## src/rtl/freelist.sv

```systemverilog
// Physical-register free list for a two-wide rename stage: a circular array of
// free prds with wrap-bit pointers, commit-driven frees and walk rollback.
module freelist #(
    parameter int PREG_W   = 6,
    parameter int FL_DEPTH = 32,
    parameter int NUM_LREG = 32
) (
    input  logic                        clock,
    input  logic                        reset,
    input  logic                        instr0_alloc_req,
    input  logic                        instr1_alloc_req,
    input  logic                        rename_fire,
    output logic                        freelist_can_alloc,
    output logic [PREG_W-1:0]           freelist2rename_instr0_prd,
    output logic [PREG_W-1:0]           freelist2rename_instr1_prd,
    input  logic                        commits0_free_valid,
    input  logic                        commits1_free_valid,
    input  logic [PREG_W-1:0]           commits0_free_preg,
    input  logic [PREG_W-1:0]           commits1_free_preg,
    input  logic [1:0]                  rob_state,
    input  logic                        rob_walk0_valid,
    input  logic                        rob_walk1_valid,
    output logic [$clog2(FL_DEPTH):0]   freelist_count,
    output logic                        freelist_err
);

    localparam int IDX_W = $clog2(FL_DEPTH);
    localparam int PTR_W = IDX_W + 1;

    localparam logic [1:0] ROB_IDLE          = 2'd0;
    localparam logic [1:0] ROB_OVERWRITE_RAT = 2'd1;
    localparam logic [1:0] ROB_WALKING       = 2'd2;

    localparam logic [PTR_W-1:0] FULL_COUNT = PTR_W'(FL_DEPTH);

    logic [PREG_W-1:0] entries [FL_DEPTH];

    logic [PTR_W-1:0] head;
    logic [PTR_W-1:0] tail;
    logic [PTR_W-1:0] head_next;
    logic [PTR_W-1:0] tail_next;
    logic [PTR_W-1:0] head_plus1;
    logic [PTR_W-1:0] count;
    logic [PTR_W-1:0] count_next;
    logic [1:0]       alloc_num;
    logic [1:0]       walk_num;
    logic [1:0]       free_num;
    logic [IDX_W-1:0] free1_idx;
    logic             rob_idle;
    logic             rob_walking;
    logic             alloc_fire;
    logic             err_set;

    assign rob_idle    = (rob_state == ROB_IDLE);
    assign rob_walking = (rob_state == ROB_WALKING);

    assign alloc_num = {1'b0, instr0_alloc_req} + {1'b0, instr1_alloc_req};
    assign walk_num  = {1'b0, rob_walk0_valid}  + {1'b0, rob_walk1_valid};
    assign free_num  = {1'b0, commits0_free_valid} + {1'b0, commits1_free_valid};

    // Pointers carry a wrap bit, so tail - head is the occupancy even when full.
    assign count          = tail - head;
    assign freelist_count = count;

    // Uses the registered count only: a prd freed this cycle is not offered yet.
    assign freelist_can_alloc = (count >= PTR_W'(alloc_num)) && rob_idle;
    assign alloc_fire         = rename_fire && freelist_can_alloc;

    assign head_plus1 = head + PTR_W'(1);
    assign freelist2rename_instr0_prd = entries[head[IDX_W-1:0]];
    assign freelist2rename_instr1_prd = instr0_alloc_req ? entries[head_plus1[IDX_W-1:0]]
                                                         : entries[head[IDX_W-1:0]];

    assign free1_idx = tail[IDX_W-1:0] + IDX_W'(commits0_free_valid);

    always_comb begin
        head_next = head;
        // Walk rollback reclaims prds by moving head back; the slots still hold them.
        if (rob_walking) begin
            head_next = head - PTR_W'(walk_num);
        end else if (alloc_fire) begin
            head_next = head + PTR_W'(alloc_num);
        end
        tail_next  = tail + PTR_W'(free_num);
        count_next = tail_next - head_next;
        err_set    = (count_next > FULL_COUNT);
    end

    // NOTE: sequential state uses non-blocking assignments so every register
    // samples the pre-edge values, independent of statement order.
    always_ff @(posedge clock or posedge reset) begin
        if (reset) begin
            head         <= '0;
            tail         <= FULL_COUNT;
            freelist_err <= 1'b0;
        end else begin
            head <= head_next;
            tail <= tail_next;
            if (err_set) begin
                freelist_err <= 1'b1;
            end
        end
    end

    // NOTE: the array is reset because its initial contents (the non-arch prds)
    // are visible to rename right after reset; this keeps it in flops, not RAM.
    always_ff @(posedge clock or posedge reset) begin
        if (reset) begin
            for (int i = 0; i < FL_DEPTH; i++) begin
                entries[i] <= PREG_W'(NUM_LREG + i);
            end
        end else begin
            if (commits0_free_valid) begin
                entries[tail[IDX_W-1:0]] <= commits0_free_preg;
            end
            if (commits1_free_valid) begin
                entries[free1_idx] <= commits1_free_preg;
            end
        end
    end

endmodule

```

## config.mk

```make
export PLATFORM = sky130hd
export DESIGN_NAME = freelist
export DESIGN_NICKNAME = d
export VERILOG_FILES = /design/src/rtl/freelist.sv
export SDC_FILE = /design/constraint.sdc
export NUM_CORES = 1
export LEC_CHECK = 0
export CAP_MARGIN = 5
export CELL_PAD_IN_SITES_DETAIL_PLACEMENT = 0
export CELL_PAD_IN_SITES_GLOBAL_PLACEMENT = 1
export CORE_MARGIN = 2
export CORE_UTILIZATION = 50
export DETAILED_ROUTE_END_ITERATION = 7
export PLACE_DENSITY = 0.84
export RECOVER_POWER = 100
export SLEW_MARGIN = 15
export SYNTH_ARGS = -nofsm -noshare
export SYNTH_HDL_FRONTEND = slang
export SYNTH_SLANG_ARGS = --single-unit
```

## constraint.sdc

```tcl
create_clock -name clock -period 8.1 [get_ports clock]
set_input_delay 1.62 -clock clock [delete_from_list [all_inputs] [get_ports clock]]
set_output_delay 1.62 -clock clock [all_outputs]
set_load 0.01 [all_outputs]
```

==> summary.md, run 1 <==
The die covers 29000 sq um. Entering global routing, the biggest net connects 135 pins. The run gives 0.0194 as the worst-case headroom to the max-slew limit. Using the TritonRoute via totals, the vias-per-cell ratio works out to 6.53.

The count of nets left with antenna violations once routing finished came out at 0. Highest-delay cell along the critical path: sky130_fd_sc_hd__clkbuf_2. The endpoint identified for the worst register-to-register timing path is freelist_err.

The register bit count reported by yosys was 205. Across the routed clock network, the largest skew measured is 0.00745 ns. The area fraction of the dominant cell type after synthesis was 0.215. Across all register-to-register paths, the minimum setup slack is 2.73 ns. Via count of the first global-routing pass: 10200.

The tools report the category of the worst setup path launch point as a flop. Once detailed placement completed, the half-perimeter wirelength came to 29.4 mm. By area the synthesized netlist is led by sky130_fd_sc_hd__dfstp_2 (21%), sky130_fd_sc_hd__mux4_2 (19%), sky130_fd_sc_hd__dfrtp_1 (17%), sky130_fd_sc_hd__mux2i_1 (15%), sky130_fd_sc_hd__nand2_1 (5.5%). Biggest fanout along the worst timing path: 55. The fraction of registers with async set or reset after synthesis came out at 1.00. Setup repair after global routing left no endpoint under its margin. Before CTS, the worst setup slack after placement is 2.33 ns. The startpoint of the most critical hold path is freelist_err.

The tools report the I/O pin total as 43. In this run the power density over the cells is 481 nW/um^2. The x dimension of the die was 170 microns; the number of buffer and inverter stages on the critical path was 2.

The required time at the endpoint of the critical path came out at 6.48 ns. The detailed-routed wire length on met2 was 19.4 mm. The path with the worst hold slack has its endpoint at freelist_err. The ratio of cells with drive above 1 in the final layout is 0.225. Top routing layer in use: met5.

The post-CTS setup buffer count is 0, and the final setup slack of the worst path is 1.51 ns. During synthesis, Yosys emitted a total of 0 warnings. The cell row count was 60. The hold violation total from the final report was 0. The flow ran to the end, and the final reports show no timing, DRC or antenna violations. The clock period could shrink to 6.59 ns. For this block, wires on met1 add up to 17.7 mm. In the routed design, unresolved DRC markers number 0. The number of levels in the clock H-tree is 1. The category of the most critical setup path is reg2out. The run gives 0.512 as the initial core utilization. The share of the clock period used by the worst path came out at 0.813.

Number of cells traversed by the worst register-to-register path: 19. Fill cell instance count of the final layout: 2241. The count of TritonRoute iterations in the first routing pass was 5; the hold-critical path depth was 1. Data arrives at the worst endpoint at 4.97 ns.

Walking the worst path, the cells encountered are clkbuf_2 > mux4_2 > mux4_2 > nand2_1 > o21ai_1 > nor2_1 > a21oi_1 > dlygate4sd3_1. The remaining global-route overflow is 0, and the via count is 10800. TritonCTS built the clock tree.

For the net total in the final layout, the log shows 1351. Count of maximum capacitance violations: 0. After clock tree synthesis, the clock-pin slew on the worst setup and hold paths is 0.06 ns. Setup violations remaining at the end of the flow were counted as 0.

In the final timing run, aggregate negative setup slack is 0 ns. The tools report the post-synthesis instance total as 1325. Of all cell types, the one taking the most synthesized area is sky130_fd_sc_hd__dfstp_2.

The transition time at the pin with the least slew margin was 1.47 ns; the total area of sequential cells was 5280 sq um. The first global-routing pass estimated 65.8 mm of wire. The multi-input combinational cell area is 8070 sq um. Initial antenna violation count: 2. The run gives 0.304 as the global-route usage over all layers.

Routability-driven placement finished with a final weighted congestion of 0.930. The number of nets in the synthesized netlist is 1375. Among the stages of the critical path, the cell type that occurs most often is sky130_fd_sc_hd__mux4_2. Buffers inserted during clock tree synthesis total 23. Detailed-route wire length: 43.3 mm. The analysis attributes to cell leakage a power of 0.00611 uW.

The number of enable flip-flop cells after synthesis is 0. Static timing analysis puts the maximum clock frequency at 152 MHz. The worst hold-check path type is reg2reg. Broken down by cell family, the worst path's largest delay share belongs to buffers and inverters. The tools report the endpoint class of the critical path as an output pin. The final routed wire length divided by cell count is 26.1 microns. The tools report the launching point of the worst reg2reg path as head[1]. The tools report the buffer levels on the longest clock path as 3. The number of antenna diodes in the final layout is 0. After floorplanning, the core was sized to cover 27000 sq um. The fraction of the yosys area taken by sequential cells was 0.381; the number of buffers inserted by port buffering was 42. The number of distinct library cells after synthesis was 50; the count of routing violations after the opening detailed-route iteration was 1252. The number of max-slew violations in the final report was 0; the cell area after synthesis was 13800 sq um.

The tools report the library cell used as clock root buffer as sky130_fd_sc_hd__clkbuf_16. Measured along the y axis, the die boundary spans 170 microns. Top flip-flop cell by instance count after synthesis: sky130_fd_sc_hd__dfstp_2.

Post-CTS repair changed the size of 0 cells. For the number of buffers inserted by hold repair at cts, the log shows 0. The stage delay of the slowest cell on the critical path was 1.21 ns; the post-synthesis average cell area was 10.4 sq um. The later pin in the worst-skew pair is clocked with a latency of 0.53 ns. Number of clock sinks seen by CTS: 205. Compared with the post-synthesis result, the final layout area differs by 9.88%.

The worst ir drop on vdd came out at 0.000227 V. The tools report the sum of met3 wire segment lengths after detailed routing as 4.44 mm.
[report_power, final]
group	total, uW	switching [uW]	internal [uW]
Clock	1110	442	663
Combinational	3870	1890	1980
Sequential	2340	638	1700
[worst max path at each step]
stage | start | endpoint | slack, ns | depth (start not counted)
floorplan | reset | entries[100] | 1.07 | 1
global placement | instr0_alloc_req | freelist_err | 2.31 | 18
detailed placement | instr0_alloc_req | freelist_err | 2.33 | 18
CTS | head[0] | freelist2rename_instr1_prd[2] | 1.93 | 6
global route | head[0] | freelist2rename_instr1_prd[0] | 1.21 | 9
finish | head[0] | freelist2rename_instr1_prd[4] | 1.51 | 8
[through the flow]
stage	std cells	power [uW]	hold WS (ns)	utilization	cell area (sq um)
after floorplan	1325	4860	0.486	-	13800
after global placement	1617	6080	0.465	0.533	14400
after detailed placement	1617	6160	0.465	0.533	14400
after CTS	1659	7280	0.479	0.563	15200
after global routing	1659	7670	0.491	0.562	15200
final	1659	7310	0.473	0.562	15200
[cells by family (layout without fill, tap and decap cells)]
group	after synthesis	in the layout	synth area share
fa+ha+maj	27	27	0.0271
compound gates	244	244	0.0924
simple gates	379	379	0.113
buf+inv	130	123	0.0370
flops	205	205	0.381
mux	319	319	0.337
xor+xnor	21	21	0.0133
[routing by layer]
layer	vias to the layer above	global-route usage
li1	4734	-
met3	124	0.0649
met1	5310	0.435
met2	658	0.462
met5	-	0
met4	2	0.104
[cells in the mapped netlist (9+ instances only)]
cell and count:
sky130_fd_sc_hd__dfstp_2 113, sky130_fd_sc_hd__nand2_1 201, sky130_fd_sc_hd__ha_1 22, sky130_fd_sc_hd__xnor2_1 16, sky130_fd_sc_hd__o21ai_0 145, sky130_fd_sc_hd__nand3_1 15
sky130_fd_sc_hd__dfrtp_1 92, sky130_fd_sc_hd__buf_1 9, sky130_fd_sc_hd__clkbuf_1 83, sky130_fd_sc_hd__inv_1 18, sky130_fd_sc_hd__a21oi_1 76, sky130_fd_sc_hd__mux4_2 117
sky130_fd_sc_hd__mux2i_1 202, sky130_fd_sc_hd__nor2_1 122, sky130_fd_sc_hd__buf_2 16
[layout by cell type, fill, tap and decap left out, drive strengths merged, types with 2 or more instances in the layout]
cell type	Yosys	routed
mux2i	202	202
nand2	201	201
o21ai	148	148
nor2	122	122
mux4	117	117
dfstp	113	113
dfrtp	92	92
a21oi	76	76
clkbuf	83	33
clkdlybuf4s50	0	23
ha	22	22
inv	21	22
dlygate4sd3	0	19
buf	26	17
xnor2	16	16
nand3	15	15
nand2b	7	7
nor2b	7	7
clkinv	0	6
xor2	5	5
fa	5	5
nand4	4	4
and2	4	4
o21a	3	3
and3	3	3
nor3	3	3
a22oi	3	3
bufinv	0	3
or2	3	3
a31oi	2	2
a21o	2	2
nor3b	2	2
o211ai	2	2
[state kept, by name, indices dropped and copies added (netlist names)]
signal and flops:
entries 192, head 6, tail 6, freelist_err 1
[cell type report]
cell class | instances | area share
Tap cell | 341 | 0.0281
Clock inverter | 10 | 0.00848
Inverter | 21 | 0.00568
Clock buffer | 32 | 0.0434
Sequential cell | 205 | 0.347
Timing Repair Buffer | 60 | 0.0364
Multi-Input combinational cell | 990 | 0.531
No activity file was read; power rests on OpenSTA's default activity.
==> inputs of run 2 (changes only) <==
- CORE_UTILIZATION: 50 -> 45
- PLACE_DENSITY: 0.84 -> 0.8
- clock period: 8.1 -> 5.93 ns (I/O delays scaled with it)
==> summary.md, run 2 (synthesized netlist as in run 1, its figures left out) <==
The number of levels in the clock H-tree came out at 1 (unchanged). The post-placement setup slack is 0.598 ns (-1.73 ns). The top cell types in the final layout, fill and taps aside, are sky130_fd_sc_hd__mux2i_1 (202), sky130_fd_sc_hd__nand2_1 (201), sky130_fd_sc_hd__o21ai_0 (146). The first-pass GRT wire length was 64.1 mm (-2.5%).

The run gives 3 (+1) as the initial antenna violation count. The worst setup path is launched from a flop. The run finished, with violations left. The tools report the final instance area as 15500 sq um (+1.7%). The critical path goes through ha_4 > buf_12 > mux4_2 > mux4_2 > mux2i_1 > a21oi_1 > dlygate4sd3_1. The leakage component of the power is 0.00620 uW (+1.5%), and the worst hold slack across all endpoints is 0.458 ns (-0.0156 ns). The number of buffer and inverter stages on the critical path is 2 (unchanged), and the standard cell core area is 30400 sq um (+13%). The logs give 0 (unchanged) for the quantity of gates resized following cts and 25 (+8.7%) for the clock buffer count from CTS.

The transition time at the pin with the least slew margin was 2.56 ns (+1.09 ns). The initial core utilization was 0.455 (-0.0573); the clock period minus final worst setup slack was 5.46 ns. The biggest fanout along the worst timing path was 21 (-62%); the largest clock skew in the final design was 0.0128 ns (+0.00533 ns). Count of routing violations after the opening detailed-route iteration: 1100 (-12%).

Setup repair after global routing left no endpoint under its margin. The register with the most flip-flops in the final layout is entries. From synthesis to final layout, the design area changed by 11.7%. For this design, the slowest cell found on the critical path is sky130_fd_sc_hd__ha_4. The ratio of cells with drive above 1 in the final layout works out to 0.229 (+0.00398).

The run gives 0 (unchanged) as the post-CTS setup buffer count. met2 is the most crowded layer. The tools report the via count as 10600 (-2.1%).

TritonCTS built the clock tree. The tools report the count of maximum capacitance violations as 2 (+2). Library cell used as clock root buffer: sky130_fd_sc_hd__clkbuf_16.

Final setup slack of the worst path: 0.465 ns (-1.05 ns). The number of buffers inserted by hold repair at cts was 0 (unchanged). The I/O pin total was 43 (unchanged). The final routed wire length divided by cell count came out at 24.3 microns (-6.9%). The via count of the first global-routing pass is 10200 (-0.059%). Count of TritonRoute iterations in the first routing pass: 5 (unchanged).

The CTS clock-pin slew for the worst setup and hold paths was 0.06 ns (about the same). The final number of setup-violating endpoints is 0 (unchanged), and the worst ir drop on vdd is 0.000409 V (+80%). The met2 routing resource usage after global routing was 0.412 (-0.0495); the residual antenna-violating net count after detailed routing was 0 (unchanged). Estimated wirelength of the detail-placed design: 29.2 mm (-0.82%). The share of the clock period used by the worst path is 0.922, and the fill cell instance count of the final layout is 2742 (+22%). The tools report the global placement routability congestion as 0.888 (-4.5%). The top achievable clock speed was 183 MHz; the flip-flop count of the largest register after layout was 192 (unchanged). The global-route usage over all layers came out at 0.266 (-0.0384). The most frequent cell on the critical path is sky130_fd_sc_hd__mux4_2.

For the area of the die, the log shows 32200 sq um (+11%). Chip height: 179 microns (+5.3%). Worst hold-check path type: reg2reg.

The number of buffers inserted by port buffering was 42 (unchanged); the met1 track utilization from global routing was 0.376 (-0.0589). In the final layout, the registers with the most flip-flops are entries x192, head x6, tail x6. The buffer levels on the longest clock path was 3 (unchanged). The hold violation total from the final report is 0 (unchanged).

The tools report the endpoint class of the critical path as an output pin. The met3 global-route usage was 0.0580 (-0.00687). The logs give 0.508 (-0.0544) for the core occupancy in the finished layout and 4.28 ns (-0.69 ns) for the worst path arrival time.

The library cell used most frequently in the layout, excluding fill and tap cells, is sky130_fd_sc_hd__mux2i_1. The post-placement cell area was 14600 sq um (+1.1%). The total power per unit cell area was 665 nW/um^2 (+38%). The stage delay of the slowest cell on the critical path works out to 0.69 ns (-0.52 ns). The tools report the cell row count as 64 (+6.7%). The detailed-route wire length came out at 42.0 mm (-3.1%). The critical path is of the reg2out type. The number of clock sinks seen by CTS was 205 (unchanged); the x dimension of the die was 179 microns (+5.3%). The net total in the final layout is 1361 (+0.74%). The run gives 0 (unchanged) as the remaining global-route overflow. The number of design rule violations left after detail routing is 0 (unchanged). The checks that failed: capacitance limit, slew limit. The number of vias per cell was 6.14 (-5.9%).

The tools report the pin count of the biggest net entering global routing as 101 (-25%). Required time at the endpoint of the critical path: 4.74 ns (-1.74 ns). Family of cells with the greatest summed delay on the critical path: multiplexers.

The worst-case headroom to the max-slew limit is -0.707 (-0.726), and the clock latency of the later-clocked register in the worst-skew pair is 0.54 ns (about the same). The tools report the number of max-slew violations in the final report as 182 (+182). The tools report the antenna diode count as 0 (unchanged). The run gives 0 ns (unchanged) as the sum of negative setup slack.
==> run 2: cell types whose count changed in the layout (fill, tap and decap cells not counted), sizes merged <==
cell	previous run	this run
buf	17	24
inv	22	21
clkinvlp	0	2
clkbuf	33	40
clkinv	6	1
dlygate4sd3	19	17
clkdlybuf4s50	23	25
bufinv	3	5
==> run 2: path summary, 6_finish.rpt <==
check	start	slack, ns	end	depth (start not counted)
max in group asynchronous	reset	1.51	entries[134]	3
setup reg to reg	head[0]	0.91	freelist_err	17
hold reg to reg	freelist_err	0.46	freelist_err	1
setup / recovery	head[0]	0.47	freelist2rename_instr1_prd[2]	7
hold / removal	freelist_err	0.46	freelist_err	1
min in group asynchronous	reset	1.39	entries[6]	2
==> run 2: area by class of cell <==
type	instances	area [sq um]	area share
Tap cell	396	495	0.0321
Multi-Input combinational cell	990	8070	0.522
Inverter	21	80.1	0.00518
Timing Repair Buffer	68	623	0.0403
Clock buffer	38	744	0.0482
Clock inverter	8	171	0.0111
Sequential cell	205	5270	0.341
==> run 2: power by group <==
part	internal (uW)	switching (uW)
Combinational	2760	2880
Sequential	2320	610
Clock	1080	630
Total	6160	4120
==> run 2: through the flow <==
step / total power, uW / std cells
5_1_grt: 10800 / 1726
4_1_cts: 10300 / 1726
3_3_place_gp: 8410 / 1680
2_1_floorplan: 6640 / 1325
3_5_place_dp: 8550 / 1680
6_report: 10300 / 1726
==> run 2: worst reg2reg max path: cells and delay by family (launching register included) <==
kind / cells / cell delay, ns
fa+ha+maj: 4 / 1.47
buf+inv: 4 / 1.12
compound gates: 4 / 0.88
flops: 1 / 0.67
simple gates: 3 / 0.51
xor+xnor: 1 / 0.13
mux: 1 / 0.12
==> run 2: layer usage <==
metal,vias to the layer above,routed length (microns)
li1,4767,-
met1,5317,18200
met2,430,19000
met3,84,3420
met4,6,1240
met5,-,39
==> inputs of run 3 (changes only) <==
- TNS_END_PERCENT: default -> 5
==> results of run 3 <==
Same layout as run 2: the final DEF is identical, and so are final timing and power.
